<file path="config.mk">
export PLATFORM = sky130hd
export DESIGN_NAME = uart_tx_arbiter
export DESIGN_NICKNAME = d
export VERILOG_FILES = /design/src/rtl/uart_arb_pkg.sv /design/src/rtl/rr_pick.sv /design/src/rtl/uart_tx_arbiter.sv
export SDC_FILE = /design/constraint.sdc
export NUM_CORES = 1
export LEC_CHECK = 0
export CAP_MARGIN = 10
export CORE_MARGIN = 4
export CORE_UTILIZATION = 42
export CTS_CLUSTER_DIAMETER = 120
export DETAILED_ROUTE_END_ITERATION = 8
export GPL_ROUTABILITY_DRIVEN = 0
export PLACE_DENSITY = 0.73
export REMOVE_ABC_BUFFERS = 1
export SYNTH_ARGS = -nofsm -noshare
export SYNTH_HDL_FRONTEND = slang
export SYNTH_SLANG_ARGS = --single-unit
</file>
<file path="constraint.sdc">
create_clock -name clk -period 2.25 [get_ports clk]
set_input_delay 0.3375 -clock clk [delete_from_list [all_inputs] [get_ports clk]]
set_output_delay 0.3375 -clock clk [all_outputs]
set_load 0.02 [all_outputs]
</file>
<file path="src/rtl/uart_arb_pkg.sv">
// Shared types and constants for the UART transmit arbiter.
// Optional header byte per message is enabled with UART_ARB_HDR_EN.
package uart_arb_pkg;

    typedef enum logic [1:0] {
        S_IDLE  = 2'd0,
        S_GRANT = 2'd1,
        S_HDR   = 2'd2,
        S_DATA  = 2'd3
    } state_t;

    localparam logic [7:0] HDR_BASE      = 8'hA0;
    localparam int         STALL_MAX_DEF = 255;

endpackage

</file>
<file path="src/rtl/rr_pick.sv">
// Combinational round-robin picker: first set req bit above prev,
// wrapping modulo NREQ; prev itself is searched last.
module rr_pick
    import uart_arb_pkg::*;
#(
    parameter int NREQ = 4,
    parameter int IDW  = 2
) (
    input  logic [NREQ-1:0] req,
    input  logic [IDW-1:0]  prev,
    output logic [IDW-1:0]  idx,
    output logic            any_req
);

    always_comb begin
        idx     = prev;
        any_req = |req;
        // Walk offsets downward so the nearest requester wins.
        for (int i = NREQ; i >= 1; i--) begin
            if (req[(int'(prev) + i) % NREQ]) begin
                idx = IDW'((int'(prev) + i) % NREQ);
            end
        end
    end

endmodule

</file>
<file path="src/rtl/uart_tx_arbiter.sv">
// Message-atomic round-robin arbiter for the UART TX FIFO write port.
// Define UART_ARB_HDR_EN to prefix each message with HDR_BASE | grant_id.
module uart_tx_arbiter
    import uart_arb_pkg::*;
#(
    parameter int NREQ      = 4,
    parameter int IDW       = 2,
    parameter int DBIT      = 8,
    parameter int STALL_MAX = STALL_MAX_DEF
) (
    input  logic                 clk,
    input  logic                 reset,
    input  logic [NREQ-1:0]      req_valid,
    input  logic [NREQ*DBIT-1:0] req_data,
    input  logic [NREQ-1:0]      req_last,
    output logic [NREQ-1:0]      req_ready,
    input  logic                 tx_full,
    output logic                 wr_uart,
    output logic [DBIT-1:0]      w_data,
    output logic [IDW-1:0]       grant_id,
    output logic                 busy,
    output logic                 abort
);

    state_t         state_q, state_d;
    logic [IDW-1:0] grant_q, grant_d;
    logic [15:0]    stall_q, stall_d;
    logic           abort_q, abort_d;
    logic           busy_q, busy_d;

    logic [IDW-1:0]  pick;
    logic            any_req;
    logic            g_valid;
    logic            g_last;
    logic [DBIT-1:0] g_data;

    rr_pick #(
        .NREQ(NREQ),
        .IDW (IDW)
    ) u_pick (
        .req    (req_valid),
        .prev   (grant_q),
        .idx    (pick),
        .any_req(any_req)
    );

    assign g_valid = req_valid[grant_q];
    assign g_last  = req_last[grant_q];
    assign g_data  = req_data[int'(grant_q)*DBIT +: DBIT];

    always_comb begin
        state_d   = state_q;
        grant_d   = grant_q;
        stall_d   = stall_q;
        abort_d   = 1'b0;
        wr_uart   = 1'b0;
        w_data    = '0;
        req_ready = '0;
        unique case (state_q)
            S_IDLE: begin
                if (any_req) begin
                    grant_d = pick;
                    stall_d = '0;
                    state_d = S_GRANT;
                end
            end
            S_GRANT: begin
`ifdef UART_ARB_HDR_EN
                state_d = S_HDR;
`else
                state_d = S_DATA;
`endif
            end
            S_HDR: begin
`ifdef UART_ARB_HDR_EN
                wr_uart = ~tx_full;
                w_data  = DBIT'(HDR_BASE) | DBIT'(grant_q);
                if (!tx_full) state_d = S_DATA;
`else
                state_d = S_IDLE;
`endif
            end
            S_DATA: begin
                req_ready[grant_q] = ~tx_full;
                wr_uart = g_valid & ~tx_full;
                w_data  = g_data;
                if (g_valid) begin
                    stall_d = '0;
                    if (!tx_full && g_last) state_d = S_IDLE;
                end else if (!tx_full) begin
                    // Backpressure never counts toward the stall limit.
                    if (32'(stall_q) + 32'd1 >= 32'(STALL_MAX)) begin
                        stall_d = '0;
                        abort_d = 1'b1;
                        state_d = S_IDLE;
                    end else begin
                        stall_d = stall_q + 16'd1;
                    end
                end
            end
        endcase
        busy_d = (state_d != S_IDLE);
    end

    always_ff @(posedge clk) begin
        if (reset) begin
            state_q <= S_IDLE;
            grant_q <= IDW'(NREQ - 1);
            stall_q <= '0;
            abort_q <= 1'b0;
            busy_q  <= 1'b0;
        end else begin
            state_q <= state_d;
            grant_q <= grant_d;
            stall_q <= stall_d;
            abort_q <= abort_d;
            busy_q  <= busy_d;
        end
    end

    assign grant_id = grant_q;
    assign busy     = busy_q;
    assign abort    = abort_q;

endmodule
</file>
---- Yosys cells after proc, flatten, opt, wreduce, memory -nomap -nowiden ----
Cells that the tools add are included.
Widths: inputs -> output; s select.
word-level totals
  output and inout port bits .............. 17
  ROM bits ................................ 0
  flip-flop bits (word level) ............. 22
  word-level logic and storage cells ...... 84
  bits in latches ......................... 0
  bits of input ports ..................... 43
  bits in writable memories ............... 0
  memories ................................ 0
operators by class
  mux-type cells .......................... 37
  reductions and logical operators ........ 15
  divide/modulo/power cells ............... 0
  magnitude comparators ................... 7
  equal/unequal tests ..................... 5
  add/sub/neg operators ................... 6
  shift-type cells ........................ 1
  bitwise operators ....................... 8
  $mul .................................... 0
operator list
  cell                   number
  $mux 16                4
  $pmux 16 s2            1
  $shiftx 32x6->8        1
  $mux 2                 9
  $add 16x1->17 const B  1
  $ge 17x8->1 const B    1
  $add 16x1->16 const B  1
  $lt 3x4->1 const B     4
  $mux 1                 13
  $bmux 1 s2             6
  $mux 8                 1
  $pmux 2 s4             1
  $reduce_or 2->1        4
  $reduce_or 4->1        2
  $reduce_and 3->1       2
  $add 2x1->2 const B    2
  $add 2x2->2 const B    2
  $and 1x1->1 const A    4
  $and 4x4->4            1
  $eq 2x2->1 const B     2
  $mux 4                 1
  $reduce_bool 2->1      2
  $reduce_bool 4->1      1
  $lt 2x3->1 const B     1
  10 further kinds       12

---- Depth between registers and ports, before layout ----
Gate-level depths: netlist (run 1).
  depth after elaboration ................. 10
  mapped depth ............................ 9
  gate-level depth less buffers ........... 8

---- Cells and area by module ----
A second synthesis (run 1) with hierarchy kept.
unflattened totals
  cell total of the unflattened synthesis .. 179
  area total of the unflattened synthesis .. 1566.5 um^2
by module, submodules not included
  module           cells each  sequential area each (um^2)  area each (um^2)  times used
  uart_tx_arbiter  165         440.4                        1483.9            1
  rr_pick          14          0.0                          82.6              1

---- Worst setup path after synthesis (run 1) ----
No wires, ideal clock.
  path type ............................... register to register
  start ................................... reg grant_q[1] (netlist: grant_id[1])
  end ..................................... reg stall_q[2]
  data arrival time ....................... 2.016 ns
  buffers on the path ..................... 2
  period minus slack after synthesis ...... 2.134 ns
  stages on the path, launching flop included .. 9
  data required time ...................... 2.132 ns
  setup time .............................. 0.118 ns
  path slack .............................. 0.116 ns
  cell sequence ........................... dfxtp_1 -> buf_4 -> mux4_2 -> nand2b_1 -> a31oi_1 -> buf_4 -> nor4b_1 -> o2111ai_1 -> nand2_1
between the ends
  longest elaborated chain between the ends .. 4
  elaborated cells on any way between the ends .. 6
  those cells by class .................... 1 x eq/ne; 4 x mux; 1 x reduce/logical
ends and longest elaborated chain
  element                                                           RTL line                source
  start, declared                                                   uart_tx_arbiter.sv:26   logic [IDW-1:0] grant_q, grant_d;
  start signal, assigned                                            uart_tx_arbiter.sv:108  grant_q <= IDW'(NREQ - 1);
  start signal, assigned                                            uart_tx_arbiter.sv:114  grant_q <= grant_d;
  $bmux 1 s2 (*)                                                    uart_tx_arbiter.sv:47   assign g_valid = req_valid[grant_q];
  $mux 1 (implied by the code) (*)                                  uart_tx_arbiter.sv:47
  $ne 3x3->1 (no line) / $mux 16 (equally long branches)            -
  $reduce_and 3->1 (no line) / $pmux 16 s2 (equally long branches)  -
  end signal, assigned                                              uart_tx_arbiter.sv:115  stall_q <= stall_d;
  end, declared                                                     uart_tx_arbiter.sv:27   logic [15:0] stall_q, stall_d;
Mark *: on every way between the ends. The rest lies on a longest branch, timed or not. The select of a mux whose other input is x is not followed.
A chain may end at the register's enable or synchronous reset.

---- Worst setup path after layout (run 1) ----
  start ................................... reg grant_q[0] (netlist: grant_id[0])
  end ..................................... out w_data[6]
between the ends
  longest elaborated chain between the ends .. 2
ends and longest elaborated chain
  element          RTL line               source
  $shiftx 32x6->8  uart_tx_arbiter.sv:49  assign g_data = req_data[int'(grant_q)*DBIT +: DBIT];
  $mux 8           uart_tx_arbiter.sv:59  unique case (state_q)
  end, declared    uart_tx_arbiter.sv:19  output logic [DBIT-1:0] w_data,
No other way between the ends.

==> results.toml, run 1 <==
[run_status]
outcome = "completed"

[timing]
timing.fmax_mhz = 468
clock_skew_ns = 0.00616
slew_violations = 0
period_share = 0.950
rsz0062_at_grt = "no"
finalHoldViolCount = 0
relSlewSlack = 0.698
tightest_slew_ns = 0.451
setup_viol = 0
finalCriticalPeriod_ns = 2.14
hold_ws_ns = 0.492

[finish]
drive_above_1_share = 0.210
final_common_cell = "clkdlybuf4s50_1"
nNetsFinal = 331
area_delta_synth_final_pct = 43.1
design_area_mm2 = 0.00270
n_antenna_cell = 0
mostFrequentLayoutCells = "48 x clkdlybuf4s50_1, 27 x nand2_1, 23 x buf_4, 22 x dfxtp_1, 14 x and2_1"

[logic_synthesis]
synthCells = 207
ys_types = 50
yosys.area.top_type = "dfxtp_1"
syn_avg_cell_area_um2 = 9.11
synthTopCellsByArea = "dfxtp_1 23%, mux4_2 13%, nand2_1 5.4%"
synth_edf_count = 0
synth_top_area_frac = 0.234
ys_seq_elements = 22
synth.cell_area_mm2 = 0.00189
synthFlopType = "dfxtp_1"
ys_seq_area_frac = 0.234
async_reset_ff_frac = 0
yosys_warnings = 0

[clock_network]
clock-root-buffer = "clkbuf_8"
htreeDepth = 1
max-clock-path-buffers = 2
postCtsHoldBufs = 0
clkTransAtPathRegs_ns = 0.08
tritoncts = "built"
clock_latency_ns = 0.26
cts_buffers = 3
clkSinkCount = 22
cts_setup_buffers = 0
cts_resized = 9

[drt]
drt_iter0_markers = 173
num_vias = 1827
firstDrtPassIters = 4
highest_layer = "met3"
wl_per_cell_um = 15.2
wl_met1_um = 2320
via_per_inst = 5.49
route.detailed.drc = 0
wl_met3_um = 170
routed_wl_um = 5070
wl_met2_um = 2570
postRouteAntennaNets = 0

[power_and_ir_drop]
internal_power_mw = 1.05
p_sw_uw = 534
power.leakage_nw = 1.15
p_per_area_mw_per_mm2 = 588
sw_frac_of_total = 0.337
vdd_drop_max_uv = 340
p_comb_frac = 0.542
seqPwrFrac = 0.279
clkPwrFrac = 0.178

[worst_hold_path]
holdCritPathClass = "reg -> reg"

[placement]
dpl_cell_area_mm2 = 0.00264
hpwlAfterDp_um = 4050
port_buffers = 59

[run]
cap_viol_max_count = 0

[global_route]
grt_overflow = 0
grt_pass1_wl_um = 8620
grt_pass1_vias = 1716
antenna_found_initial = 0
grt_start_max_net_pins = 22
grt_use_total = 0.196

[critical_path]
cp-start-kind = "flop"
r2r_setup_slack_ns = 0.14
arrival_ns = 1.80
end_kind = "output port"
worst-path-max-fanout = 21
required_ns = 1.91
crit_type = "reg -> out"

[floorplanning]
die_w_um = 75.0
die_h_um = 75.0
design.core.area_mm2 = 0.00435
initial_core_util = 0.433
io_pins = 60
floorplan.rows = 24
dieArea_mm2 = 0.00563
## synth_stat cells, drive strengths merged (2+ instances only)
library cell	count
buf	11
and2	15
a31oi	5
a211oi	4
nor4b	2
nand4	6
nand2	28
mux2	3
and3	4
nor3	4
o2111ai	6
o21ai	3
a21oi	3
ha	6
nor3b	3
nor4	5
a221oi	2
inv	6
mux4	11
mux2i	6
dfxtp	22
xnor2	4
nor2b	10
and4	2
o22ai	3
and3b	2
nor2	12
nand2b	2
or3	3
nand3	4
clkbuf	3
## worst max-delay path: stages, from the launching register on
cell	delay, ns
dfxtp_1	0.36
buf_12	0.19
mux4_2	0.50
nor2b_1	0.14
dlygate4sd2_1	0.33
## final timing paths
kind	from	to	cells after the start
max	grant_id[0]$_SDFFE_PP1P_	w_data[6]	4
min	stall_q[8]$_SDFFE_PP0P_	stall_q[8]$_SDFFE_PP0P_	1
min reg2reg	stall_q[8]$_SDFFE_PP0P_	stall_q[8]$_SDFFE_PP0P_	1
max reg2reg	stall_q[0]$_SDFFE_PP0P_	stall_q[1]$_SDFFE_PP0P_	9
## logic make-up after synthesis
group / count (synthesis) / synth area share
adders and majority gates: 6 / 0.0398
muxes: 20 / 0.181
AOI/OAI and AO/OA: 31 / 0.137
and+or+nand+nor: 104 / 0.317
buffers and inverters: 20 / 0.0723
DFF: 22 / 0.234
xor gates and xnor gates: 4 / 0.0186
## routing by layer
metal,vias up,global-route usage
li1,913,-
met1,884,0.276
met2,30,0.316
met3,0,0.0360
met4,0,0.0316
met5,-,0
## through the flow
step	setup TNS, ns	power [mW]	utilization	setup slack, ns	cells
2_1_floorplan	-6.99	0.965	-	-0.466	193
3_3_place_gp	-0.661	1.31	0.606	-0.0594	329
3_5_place_dp	-1.30	1.32	0.606	-0.0902	329
4_1_cts	0	1.60	0.616	0.0660	333
5_1_grt	0	1.69	0.620	0.0216	333
6_report	0	1.59	0.620	0.113	333
## power groups by stage
stage	clock network [mW]	logic, mW	registers, mW
4_1_cts	0.286	0.867	0.442
3_5_place_dp	0	0.874	0.450
5_1_grt	0.308	0.939	0.448
2_1_floorplan	0	0.423	0.542
6_report	0.283	0.860	0.443
3_3_place_gp	0	0.863	0.451
## area by class of cell
class	count	area, um^2
multi-input combinational	165	1320
fill	380	1660
clock buffer	4	55.1
sequential	22	440
tap	52	65.1
inverter	6	22.5
timing repair buffer	84	797
## sequential cells by signal, indices dropped and copies added, names as in the netlist
signal,flops
abort,1
stall_q,16
grant_id,2
state_q,2
busy,1
No activity file was read; power rests on OpenSTA's default activity.
==> run 2, diff against run 1 <==
Settings changed: CAP_MARGIN 10 to 0.
==> results of run 2 <==
No change in the layout: final DEF, timing and power equal those of run 1.
